### config.mk
export PLATFORM = sky130hd
export DESIGN_NAME = dsp_issue_sched
export DESIGN_NICKNAME = d
export VERILOG_FILES = /design/src/rtl/dsp_issue_sched.sv
export SDC_FILE = /design/constraint.sdc
export NUM_CORES = 1
export LEC_CHECK = 0
export ABC_AREA = 0
export BUFFER_PORTS_ARGS = -buffer_cell sky130_fd_sc_hd__clkbuf_2
export CORE_ASPECT_RATIO = 1.75
export CORE_MARGIN = 4
export CORE_UTILIZATION = 49
export DETAILED_ROUTE_END_ITERATION = 12
export GPL_ROUTABILITY_DRIVEN = 1
export PLACE_DENSITY = 0.74
export RECOVER_POWER = 25
export SLEW_MARGIN = 20
export SYNTH_ARGS = -nofsm -noshare
export SYNTH_HDL_FRONTEND = slang
export SYNTH_SLANG_ARGS = --single-unit
### constraint.sdc
create_clock -name clk -period 5.6 [get_ports clk]
set_clock_uncertainty 0.15 [all_clocks]
set_input_delay 0 -clock clk [delete_from_list [all_inputs] [get_ports clk]]
set_output_delay 0 -clock clk [all_outputs]
set_load 0.1 [all_outputs]
### src/rtl/dsp_issue_sched.sv
// Operand scheduler for the fracturable DSP multiplier: 2-entry request queue, mode-paced issue, result-slot tracker.
// Define DSP_ISSUE_STATS_EN to add the issue_cnt / stall_cnt counters.
module dsp_issue_sched #(
  parameter int N      = 32,
  parameter int LAT_M0 = 2,
  parameter int LAT_M1 = 3,
  parameter int LAT_M2 = 5
) (
  input  logic           clk,
  input  logic           rst_n,
  input  logic           in_valid,
  output logic           in_ready,
  input  logic [1:0]     in_mode,
  input  logic           in_mac,
  input  logic [N-1:0]   in_aa,
  input  logic [N-1:0]   in_bb,
  input  logic [2*N-1:0] in_cc,
  input  logic [1:0]     in_shift,
  output logic           start,
  output logic [1:0]     mode,
  output logic           mac,
  output logic [N-1:0]   aa,
  output logic [N-1:0]   bb,
  output logic [2*N-1:0] cc,
  output logic [1:0]     shift_amount,
  output logic           res_valid,
  output logic           busy
`ifdef DSP_ISSUE_STATS_EN
  ,
  output logic [15:0]    issue_cnt,
  output logic [15:0]    stall_cnt
`endif
);

  typedef struct packed {
    logic [1:0]     mode;
    logic           mac;
    logic [N-1:0]   aa;
    logic [N-1:0]   bb;
    logic [2*N-1:0] cc;
    logic [1:0]     shift;
  } entry_t;

  function automatic logic [1:0] norm_mode(input logic [1:0] m);
    return (m == 2'd3) ? 2'd2 : m;
  endfunction

  function automatic logic [3:0] lat_of(input logic [1:0] m);
    case (m)
      2'd0:    lat_of = 4'(LAT_M0);
      2'd1:    lat_of = 4'(LAT_M1);
      default: lat_of = 4'(LAT_M2);
    endcase
  endfunction

  // Cycles to wait after an issue before the next one: interval minus one.
  function automatic logic [1:0] cool_of(input logic [1:0] m);
    case (m)
      2'd0:    cool_of = 2'd0;
      2'd1:    cool_of = 2'd1;
      default: cool_of = 2'd3;
    endcase
  endfunction

  function automatic logic [1:0] cool_dec(input logic [1:0] c);
    return (c == 2'd0) ? 2'd0 : c - 2'd1;
  endfunction

  entry_t     mem_q [2];
  logic       wr_ptr_q, wr_ptr_d;
  logic       rd_ptr_q, rd_ptr_d;
  logic [1:0] cnt_q, cnt_d;
  logic [1:0] cool_q, cool_d;
  logic [1:0] cur_mode_q, cur_mode_d;
  logic [8:0] trk_q, trk_d;
  entry_t     out_q, out_d;
  logic       start_q, start_d;

  entry_t     head;
  entry_t     push_ent;
  logic       push;
  logic       pop;
  logic       trk_drained;

  always_comb begin
    head        = mem_q[rd_ptr_q];
    // Bits above 0 are the results still pending after this edge; a mode
    // change may issue once only the final res_valid cycle remains.
    trk_drained = (trk_q[8:1] == 8'd0);
    pop         = (cnt_q != 2'd0) && (cool_q == 2'd0) &&
                  ((head.mode == cur_mode_q) || trk_drained);
    in_ready    = (cnt_q != 2'd2) || pop;
    push        = in_valid && in_ready;
    push_ent    = {norm_mode(in_mode), in_mac, in_aa, in_bb, in_cc, in_shift};

    wr_ptr_d    = wr_ptr_q ^ push;
    rd_ptr_d    = rd_ptr_q ^ pop;
    case ({push, pop})
      2'b10:   cnt_d = cnt_q + 2'd1;
      2'b01:   cnt_d = cnt_q - 2'd1;
      default: cnt_d = cnt_q;
    endcase

    start_d     = 1'b0;
    out_d       = out_q;
    cur_mode_d  = cur_mode_q;
    cool_d      = cool_dec(cool_q);
    trk_d       = {1'b0, trk_q[8:1]};
    if (pop) begin
      start_d    = 1'b1;
      out_d      = head;
      cur_mode_d = head.mode;
      cool_d     = cool_of(head.mode);
      trk_d      = trk_d | (9'd1 << lat_of(head.mode));
    end
  end

  // Queue storage carries data only; occupancy is owned by the pointers.
  always_ff @(posedge clk) begin
    if (push) begin
      mem_q[wr_ptr_q] <= push_ent;
    end
  end

  always_ff @(posedge clk) begin
    if (!rst_n) begin
      wr_ptr_q   <= 1'b0;
      rd_ptr_q   <= 1'b0;
      cnt_q      <= 2'd0;
      cool_q     <= 2'd0;
      cur_mode_q <= 2'd0;
      trk_q      <= 9'd0;
      out_q      <= '0;
      start_q    <= 1'b0;
    end else begin
      wr_ptr_q   <= wr_ptr_d;
      rd_ptr_q   <= rd_ptr_d;
      cnt_q      <= cnt_d;
      cool_q     <= cool_d;
      cur_mode_q <= cur_mode_d;
      trk_q      <= trk_d;
      out_q      <= out_d;
      start_q    <= start_d;
    end
  end

  assign start        = start_q;
  assign mode         = out_q.mode;
  assign mac          = out_q.mac;
  assign aa           = out_q.aa;
  assign bb           = out_q.bb;
  assign cc           = out_q.cc;
  assign shift_amount = out_q.shift;
  assign res_valid    = trk_q[0];
  assign busy         = (cnt_q != 2'd0) | (trk_q != 9'd0) | (cool_q != 2'd0);

`ifdef DSP_ISSUE_STATS_EN
  logic [15:0] issue_cnt_q, issue_cnt_d;
  logic [15:0] stall_cnt_q, stall_cnt_d;

  always_comb begin
    issue_cnt_d = issue_cnt_q;
    stall_cnt_d = stall_cnt_q;
    if (pop) begin
      issue_cnt_d = issue_cnt_q + 16'd1;
    end else if (cnt_q != 2'd0) begin
      stall_cnt_d = stall_cnt_q + 16'd1;
    end
  end

  always_ff @(posedge clk) begin
    if (!rst_n) begin
      issue_cnt_q <= 16'd0;
      stall_cnt_q <= 16'd0;
    end else begin
      issue_cnt_q <= issue_cnt_d;
      stall_cnt_q <= stall_cnt_d;
    end
  end

  assign issue_cnt = issue_cnt_q;
  assign stall_cnt = stall_cnt_q;
`endif

endmodule

==> results of run 1 <==
-- metrics by stage --
stage / instances / hold slack (ps)
after global placement: 1546 / 40.0
after global routing: 1750 / 51.8
after floorplan: 953 / -51.1
after detailed placement: 1546 / 43.1
after CTS: 1745 / 36.8
final: 1751 / 66.0
-- critical path, delay by kind of cell, from the launching register on --
family	cells	cell delay [ps]
mux	1	390
fa+ha+maj	1	490
xor+xnor	1	350
buf+inv	1	500
compound gates	2	430
flops	1	490
simple gates	1	200
-- power by group --
part           internal [uW]  switching, uW  leakage (uW)
Combinational            936           3700       0.00234
Clock                   1420           1060      0.000592
Sequential              3800            275       0.00371
Total                   6150           5030       0.00665
-- area by class of cell --
type,instances,area [um^2]
Fill cell,2220,11200
Sequential cell,415,11000
Multi-Input combinational cell,459,3700
Timing Repair Buffer,418,2750
Clock buffer,51,1060
Tap cell,387,484
Clock inverter,13,119
Antenna cell,6,15.0
Inverter,2,12.5
-- metal layers --
metal | wire (um) | GRT usage | vias up
li1 | - | - | 4458
met1 | 13000 | 0.231 | 4682
met2 | 19000 | 0.370 | 321
met3 | 1870 | 0.0368 | 101
met4 | 1790 | 0.106 | 0
met5 | 0 | 0 | -
-- flip-flops by register name, indices dropped and copies added, names as in the netlist, named ones only --
register,cells
mem_q,266
cc,64
aa,32
bb,32
trk_q,8
cnt_q,2
cool_q,2
mode,2
shift_amount,2
mac,1
rd_ptr_q,1
start,1
wr_ptr_q,1
-- how the worst max path moves through the flow --
stage / slack, ps / start / end
2_1_floorplan: 140 / mode[0] / mem_q[0][0]
3_3_place_gp: 2120 / flip-flop / mem_q[1][114]
3_5_place_dp: 2070 / flip-flop / mem_q[1][109]
4_1_cts: 2060 / flip-flop / mem_q[1][109]
5_1_grt: 1870 / flip-flop / mem_q[1][119]
6_report: 2070 / flip-flop / mem_q[0][35]
-- cells by family after synthesis --
kind of cell | count (synthesis)
and+or+nand+nor | 35
DFF | 415
AOI/OAI and AO/OA | 286
adders and majority gates | 1
other | 1
buffers and inverters | 79
xor gates and xnor gates | 2
muxes | 134
-- cells in the final DEF (no fill, tap or decap), types with 2 or more instances in the layout --
| cell type | Yosys | layout |
|---|---|---|
| a211oi_1 | 92 | 92 |
| a211oi_2 | 40 | 40 |
| a21oi_1 | 118 | 118 |
| a21oi_2 | 21 | 21 |
| a31o_2 | 2 | 2 |
| a31oi_1 | 2 | 2 |
| and2_1 | 7 | 7 |
| buf_12 | 3 | 3 |
| buf_4 | 15 | 8 |
| bufinv_16 | 0 | 2 |
| clkbuf_1 | 41 | 77 |
| clkbuf_16 | 0 | 38 |
| clkbuf_2 | 0 | 202 |
| clkbuf_8 | 0 | 6 |
| clkinv_2 | 0 | 10 |
| dfxtp_1 | 149 | 148 |
| diode_2 | 0 | 6 |
| dlygate4sd3_1 | 0 | 135 |
| edfxtp_1 | 266 | 266 |
| inv_6 | 0 | 2 |
| mux2i_1 | 132 | 132 |
| mux2i_2 | 2 | 2 |
| nand2_1 | 4 | 4 |
| nand3_1 | 4 | 4 |
| nor2_1 | 5 | 5 |
| nor2b_1 | 2 | 2 |
| nor3b_1 | 3 | 3 |
| o21ai_0 | 7 | 6 |
| xor2_1 | 2 | 2 |
-- timing repair --
action | CTS | global route
hold buffers | 135 | 0
resized for setup | 0 | 0
endpoints found under the hold margin | 278 | 0
==> qor.yml, run 1 <==
logic_synthesis:
  synth_adder_area_share: 0.000829
  synth_edf_count: 266
  synth_mux_area_frac: 0.0894
  syn_area_per_cell_um2: 15.8
  synth_ff_type: "edfxtp_1"
  syn_inst: 953
  synth-xor-area-share: 0.00116
  synth.largest_area_cell: "edfxtp_1"
  ys_ff_latch: 415
  synth_compound_area_frac: 0.137
  syn_area_um2: 15100
  synth_top_family_by_area: "compound AO/OA/AOI/OAI gates"
  synthTopCellsByArea: "edfxtp_1, dfxtp_1, mux2i_1, a211oi_1, a21oi_1"
  netlist.area_leader.share: 0.530
  seq_area_frac_synth: 0.727
  yosysWarningCount: 0
  synth_common_cells: "edfxtp_1, dfxtp_1, mux2i_1"
  synth_fp_nets: 1090
  synth_most_common_cell: "edfxtp_1"
  async_flop_share: 0
  netlist-cell-type-count: 40
  synth-simple-area-share: 0.0147
worst_setup_path:
  worstPathCellList: "mux2i_2 > xor2_1 > a21oi_2 > o21ai_1 > and2_1 > ha_4 > buf_12"
  critPathMaxStageDelay_ps: 500
  cp.required_ps: 5600
  path_class: "flip-flop to flip-flop"
  cp_max_fo: 99
  r2r_setup_slack_ps: 2070
  crit_slowest_cell: "buf_12"
  crit_arrival_ps: 3530
  rr_worst_depth: 7
  r2r-end: "mem_q[0][35]"
  critPathCaptureType: "flip-flop"
  start_kind: "flip-flop"
floorplanning:
  die_w_um: 141
  io_pins: 273
  die_area_um2: 33800
  core-area_um2: 30300
  initial_core_util: 0.498
  placement_rows: 84
  die_y_um: 240
clocking:
  cts_num_sinks: 415
  cts_buffers: 36
  h-tree-depth: 2
  clockBufferDepth: 3
  clk_pin_slew_ps: 70
  cts_tree: "done"
  insertion_delay_ps: 520
  clock-root-buffer: "clkbuf_16"
  postCtsSetupBuffers: 0
timing:
  setup_viol: 0
  hold_viol: 0
  rsz0062_at_grt: "no"
  finalMaxSlewViolations: 0
  finalSetupTns_ps: 0
  fin_crit_sh: 0.631
  clock.fmax_mhz: 283
  worst_slew_pin_slew_ps: 1150
  min_period_ps: 3530
  worst_slack_ps: 2070
  relSlewSlack: 0.236
global_route:
  grt_pass1_wl_mm: 54.6
  grt_pass1_vias: 9875
  grt_max_degree: 100
  grt-ovfl-total: 0
  globalRouteTotalUtil: 0.205
  antenna_found_initial: 5
detailed_routing:
  routed_wl_mm: 35.6
  vias_per_cell: 5.46
  vias: 9562
  drt-initial-drc-count: 463
  drtAntennaViolNets: 0
  dr.pass1.iters: 4
  remaining_drc_errors: 0
  wl_per_cell_um: 20.4
worst_hold_path:
  whs_path_depth: 2
  hold_start: "in_cc[10]"
  min_to: "mem_q[0][12]"
  hold_class: "input pin to flip-flop"
outcome:
  status: "completed"
layout:
  nets: 1469
  area_delta_synth_final_pct: 26.7
  post-route-util: 0.631
  finalInstanceArea_um2: 19100
  drive_above_1_share: 0.253
placement:
  placed_area_um2: 16700
  placement.io_buffers: 272
  dp_hpwl_mm: 20.3
  gp_congestion: 0.805
  dpl_worst_slack_ps: 2070
pwr:
  vdd_drop_max_uv: 535
  p_per_area_nw_per_um2: 585
  leakagePower_uw: 0.00665
  power_uw: 11200
run:
  drv_cap: 0
No activity file was read; power rests on OpenSTA's default activity.
==> run 2, diff against run 1 <==
- PLACE_DENSITY: 0.74 -> 0.72
- clock period: 5.6 -> 3.6 ns (I/O delays scaled with it)
==> qor.yml, run 2 (synthesized netlist as in run 1, its figures left out) <==
outcome:
  status: "completed"
worst_setup_path:
  cp_max_fo: 33
  crit_arrival_ps: 2980
  cp.required_ps: 3660
  path_class: "flip-flop to flip-flop"
  start_kind: "flip-flop"
  critPathCaptureType: "flip-flop"
layout:
  nets: 1480
  largest_register_ffs: 266
  seq_area_um2: 11000
  multiInputGateArea_um2: 3720
  area_delta_synth_final_pct: 27.6
  final_common_cell: "edfxtp_1"
  drive_above_1_share: 0.258
  final_cell_mix: "edfxtp_1, clkbuf_2, dfxtp_1"
  fill_cells: 2202
  regMostFlops: "mem_q"
clocking:
  postCtsSetupBuffers: 0
  clk_pin_slew_ps: 60
  cts_num_sinks: 415
  insertion_delay_ps: 520
  clock-root-buffer: "clkbuf_16"
  clockBufferDepth: 3
  h-tree-depth: 2
  cts_tree: "done"
  cts_buffers: 37
detailed_routing:
  wl_per_cell_um: 20.2
  drtAntennaViolNets: 0
  vias: 9607
  vias_per_cell: 5.46
  drt-initial-drc-count: 426
  routed_wl_mm: 35.5
  remaining_drc_errors: 0
  dr.pass1.iters: 4
floorplanning:
  io_pins: 273
  die_w_um: 141
  placement_rows: 84
  initial_core_util: 0.498
  die_y_um: 240
  core-area_um2: 30300
  die_area_um2: 33800
global_route:
  globalRouteTotalUtil: 0.204
  grt-ovfl-total: 0
  antenna_found_initial: 1
  grt_max_degree: 84
  grt_pass1_wl_mm: 54.1
  grt_pass1_vias: 9937
placement:
  dp_hpwl_mm: 21.2
  placement.io_buffers: 272
  gp_congestion: 0.807
timing:
  min_period_ps: 2920
  hold_viol: 0
  rsz0062_at_grt: "no"
  finalSetupTns_ps: 0
  hold_ws_ps: 58.4
  fin_crit_sh: 0.812
  worst_slew_pin_slew_ps: 866
  finalMaxSlewViolations: 0
  clock.fmax_mhz: 342
  setup_viol: 0
  relSlewSlack: 0.416
pwr:
  leakagePower_uw: 0.00670
  seq_power_share: 0.362
  switching_share: 0.451
  pwr-share-clk: 0.218
  vdd_drop_max_uv: 633
  pwr-share-comb: 0.420
  p_per_area_nw_per_um2: 905
  p_sw_uw: 7850
  power.internal_uw: 9580
worst_hold_path:
  hold_class: "input pin to flip-flop"
run:
  drv_cap: 0
## run 2: cell type report
cell class	count	area share
Antenna cell	4	0.000520
Clock buffer	46	0.0509
Clock inverter	19	0.00903
Inverter	2	0.000650
Multi-Input combinational cell	459	0.193
Sequential cell	415	0.570
Tap cell	387	0.0252
Timing Repair Buffer	428	0.151
## run 2: repair_timing
item / CTS / global route
resized for setup: 0 / 0
endpoints found under the setup margin: 0 / 0
endpoints found under the hold margin: 278 / 0
hold buffers: 135 / 0
## run 2: through the flow
| step | cells | util | cell area, um^2 | power [uW] | setup WS (ps) |
|---|---|---|---|---|---|
| floorplan | 953 | - | 15100 | 12400 | -18.3 |
| global placement | 1556 | 0.556 | 16800 | 13500 | 697 |
| detailed placement | 1556 | 0.556 | 16800 | 13600 | 658 |
| CTS | 1756 | 0.639 | 19300 | 17600 | 647 |
| global route | 1757 | 0.636 | 19200 | 18100 | 492 |
| finish | 1760 | 0.636 | 19300 | 17400 | 677 |
## run 2: power groups by stage
| stage | Combinational [uW] | Sequential, uW | Clock (uW) |
|---|---|---|---|
| 2_1_floorplan | 2530 | 9830 | 0 |
| 3_3_place_gp | 7160 | 6370 | 0 |
| 3_5_place_dp | 7220 | 6400 | 0 |
| 4_1_cts | 7350 | 6300 | 3900 |
| 5_1_grt | 7640 | 6380 | 4100 |
| 6_report | 7310 | 6310 | 3810 |
## run 2: worst max-delay path: stages, from the launching register on
cell	delay (ps)
dfxtp_1	310
or4_4	540
nor4_4	320
a21oi_2	150
o21ai_4	170
and2_4	180
ha_4	470
buf_12	290
## run 2: final timing paths
| check | start | to | slack [ps] | depth (start not counted) |
|---|---|---|---|---|
| min reg2reg | trk_q[7] | trk_q[6] | 310 | 1 |
| min | in_bb[28] | mem_q[0][94] | 60 | 2 |
| max | trk_q[3] | mem_q[0][88] | 680 | 7 |
| max reg2reg | trk_q[3] | mem_q[0][88] | 680 | 7 |
## run 2: layer usage
metal | global-route usage | routed length [um] | vias up
li1 | - | - | 4484
met4 | 0.106 | 1740 | 0
met1 | 0.230 | 12800 | 4739
met3 | 0.0340 | 1700 | 89
met5 | 0 | 0 | -
met2 | 0.370 | 19200 | 295
==> run 3, diff against run 2 <==
- ABC_AREA: 0 -> 1
- clock period: 3.6 -> 3 ns (I/O delays scaled with it)
==> qor.yml, run 3 <==
layout:
  final_common_cell: "nand2_1"
  area_delta_synth_final_pct: 27.9
  post-route-util: 0.634
  nets: 1890
  final_cell_mix: "nand2_1, nor2_1, edfxtp_1"
  regMostFlops: "mem_q"
  fill_cells: 2331
  largest_register_ffs: 266
  drive_above_1_share: 0.156
  finalInstanceArea_um2: 19000
detailed_routing:
  dr_wl_met2_mm: 18.8
  routed_wl_mm: 35.3
  vias_per_cell: 4.92
  remaining_drc_errors: 0
  highest_layer: "met4"
  drtAntennaViolNets: 0
  wl_met1_mm: 13.3
  wl_per_cell_um: 16.3
  drt-initial-drc-count: 540
  dr.pass1.iters: 4
  vias: 10700
  wl_met3_mm: 1.91
floorplanning:
  placement_rows: 84
  die_area_um2: 33300
  die_w_um: 140
  initial_core_util: 0.496
  io_pins: 273
  die_y_um: 238
  core-area_um2: 30000
logic_synthesis:
  syn_area_per_cell_um2: 10.9
  seq_area_frac_synth: 0.739
  synth_fp_nets: 1504
  yosysWarningCount: 0
  synth.largest_area_cell: "edfxtp_1"
  async_flop_share: 0
  syn_inst: 1367
  syn_area_um2: 14900
  synth_ff_type: "edfxtp_1"
  synthTopCellsByArea: "edfxtp_1, dfxtp_1, nand2_1, nor2_1, o21ai_1"
  ys_ff_latch: 415
  synth_most_common_cell: "nand2_1"
  synth_common_cells: "nand2_1, nor2_1, edfxtp_1"
  synth_edf_count: 266
  netlist.area_leader.share: 0.538
  netlist-cell-type-count: 26
timing:
  finalMaxSlewViolations: 0
  relSlewSlack: 0.471
  hold_viol: 0
  worst_slew_pin_slew_ps: 793
  setup_viol: 0
  fin_crit_sh: 0.846
  rsz0062_at_grt: "no"
  clock.fmax_mhz: 394
  worst_slack_ps: 462
  min_period_ps: 2540
clocking:
  clock-root-buffer: "clkbuf_16"
  cts_buffers: 37
  cts_num_sinks: 415
  clockBufferDepth: 3
  clk_pin_slew_ps: 60
  cts_resized: 0
  cts_tree: "done"
  insertion_delay_ps: 520
  h-tree-depth: 2
placement:
  placement.io_buffers: 272
  dpl_worst_slack_ps: 466
  gp_congestion: 0.799
  dp_hpwl_mm: 20.9
  placed_area_um2: 16600
worst_setup_path:
  cp_top_family: "simple AND/OR/NAND/NOR gates"
  critPathMaxStageDelay_ps: 340
  critPathBufInv: 2
  critPathCaptureType: "flip-flop"
  cp_max_fo: 68
  worstPathCellList: "nor2_1 > nor3b_1 > nand2_1 > o21ai_2 > nand2_4 > nand3_4 > nand2_4 > inv_1 > ha_4 > buf_12"
  crit_arrival_ps: 2550
  path_class: "flip-flop to flip-flop"
  worst_path_most_repeated_cell: "nand2_4"
  cp.required_ps: 3010
  start_kind: "flip-flop"
  crit_slowest_cell: "buf_12"
global_route:
  grt_pass1_vias: 10400
  globalRouteTotalUtil: 0.207
  grt-ovfl-total: 0
  grt_pass1_wl_mm: 54.8
  grt_max_degree: 78
  antenna_found_initial: 2
run:
  drv_cap: 0
outcome:
  status: "completed"
worst_hold_path:
  hold_class: "input pin to flip-flop"
[run 3: layer usage]
metal,vias to the layer above,track usage
li1,5273,-
met1,4972,0.246
met2,345,0.378
met3,76,0.0287
met4,0,0.0832
met5,-,0
[run 3: worst reg2reg max path, cell delays in order, from the launching register on]
cell and delay, ps:
dfxtp_1 320, nor2_1 100, nor3b_1 260, nand2_1 110, o21ai_2 120, nand2_4 220, nand3_4 150, nand2_4 70
inv_1 100, ha_4 170, buf_12 340
[run 3: cells by family (layout without fill, tap and decap cells)]
| group | Yosys count | after routing | synth area share |
|---|---|---|---|
| flops | 415 | 415 | 0.739 |
| other cells | 1 | 4 | 0.000252 |
| xor+xnor | 1 | 1 | 0.000590 |
| fa+ha+maj | 1 | 1 | 0.000842 |
| simple gates | 711 | 711 | 0.182 |
| compound gates | 141 | 141 | 0.0482 |
| buf+inv | 97 | 508 | 0.0299 |
[run 3: final timing paths]
path / startpoint / to / slack (ps) / cells after the start
worst max-delay path: trk_q[4] / mem_q[0][14] / 460 / 10
worst min-delay path: in_cc[13] / mem_q[1][15] / 60 / 2
worst max register to register: trk_q[4] / mem_q[0][14] / 460 / 10
worst min register to register: trk_q[1] / trk_q[0] / 270 / 2
[run 3: area by class of cell]
cell class | instances | area (um^2) | area share
inverters | 23 | 91.3 | 0.00481
well taps | 387 | 484 | 0.0255
repair buffers | 421 | 2840 | 0.149
multi-input cells | 855 | 3480 | 0.183
diodes | 3 | 7.51 | 0.000395
clock inverters | 13 | 87.6 | 0.00461
flip-flops and latches | 415 | 11000 | 0.578
clock buffers | 51 | 1030 | 0.0542
[run 3: what timing repair did]
item,CTS,global route
hold endpoints to repair,329,0
buffers inserted,0,0
hold buffers,135,0
[run 3: per-stage QoR]
stage          cells  hold slack (ps)  setup TNS [ps]
6_report        2168             60.5               0
5_1_grt         2167             47.0               0
4_1_cts         2165             24.7               0
3_5_place_dp    1966             42.4               0
3_3_place_gp    1966             40.4               0
2_1_floorplan   1367            -51.1         -154160
Power of run 3 is left out: the tool's default activity adds up to more than one toggle a clock period on the data nets, which glitch-free logic cannot reach.
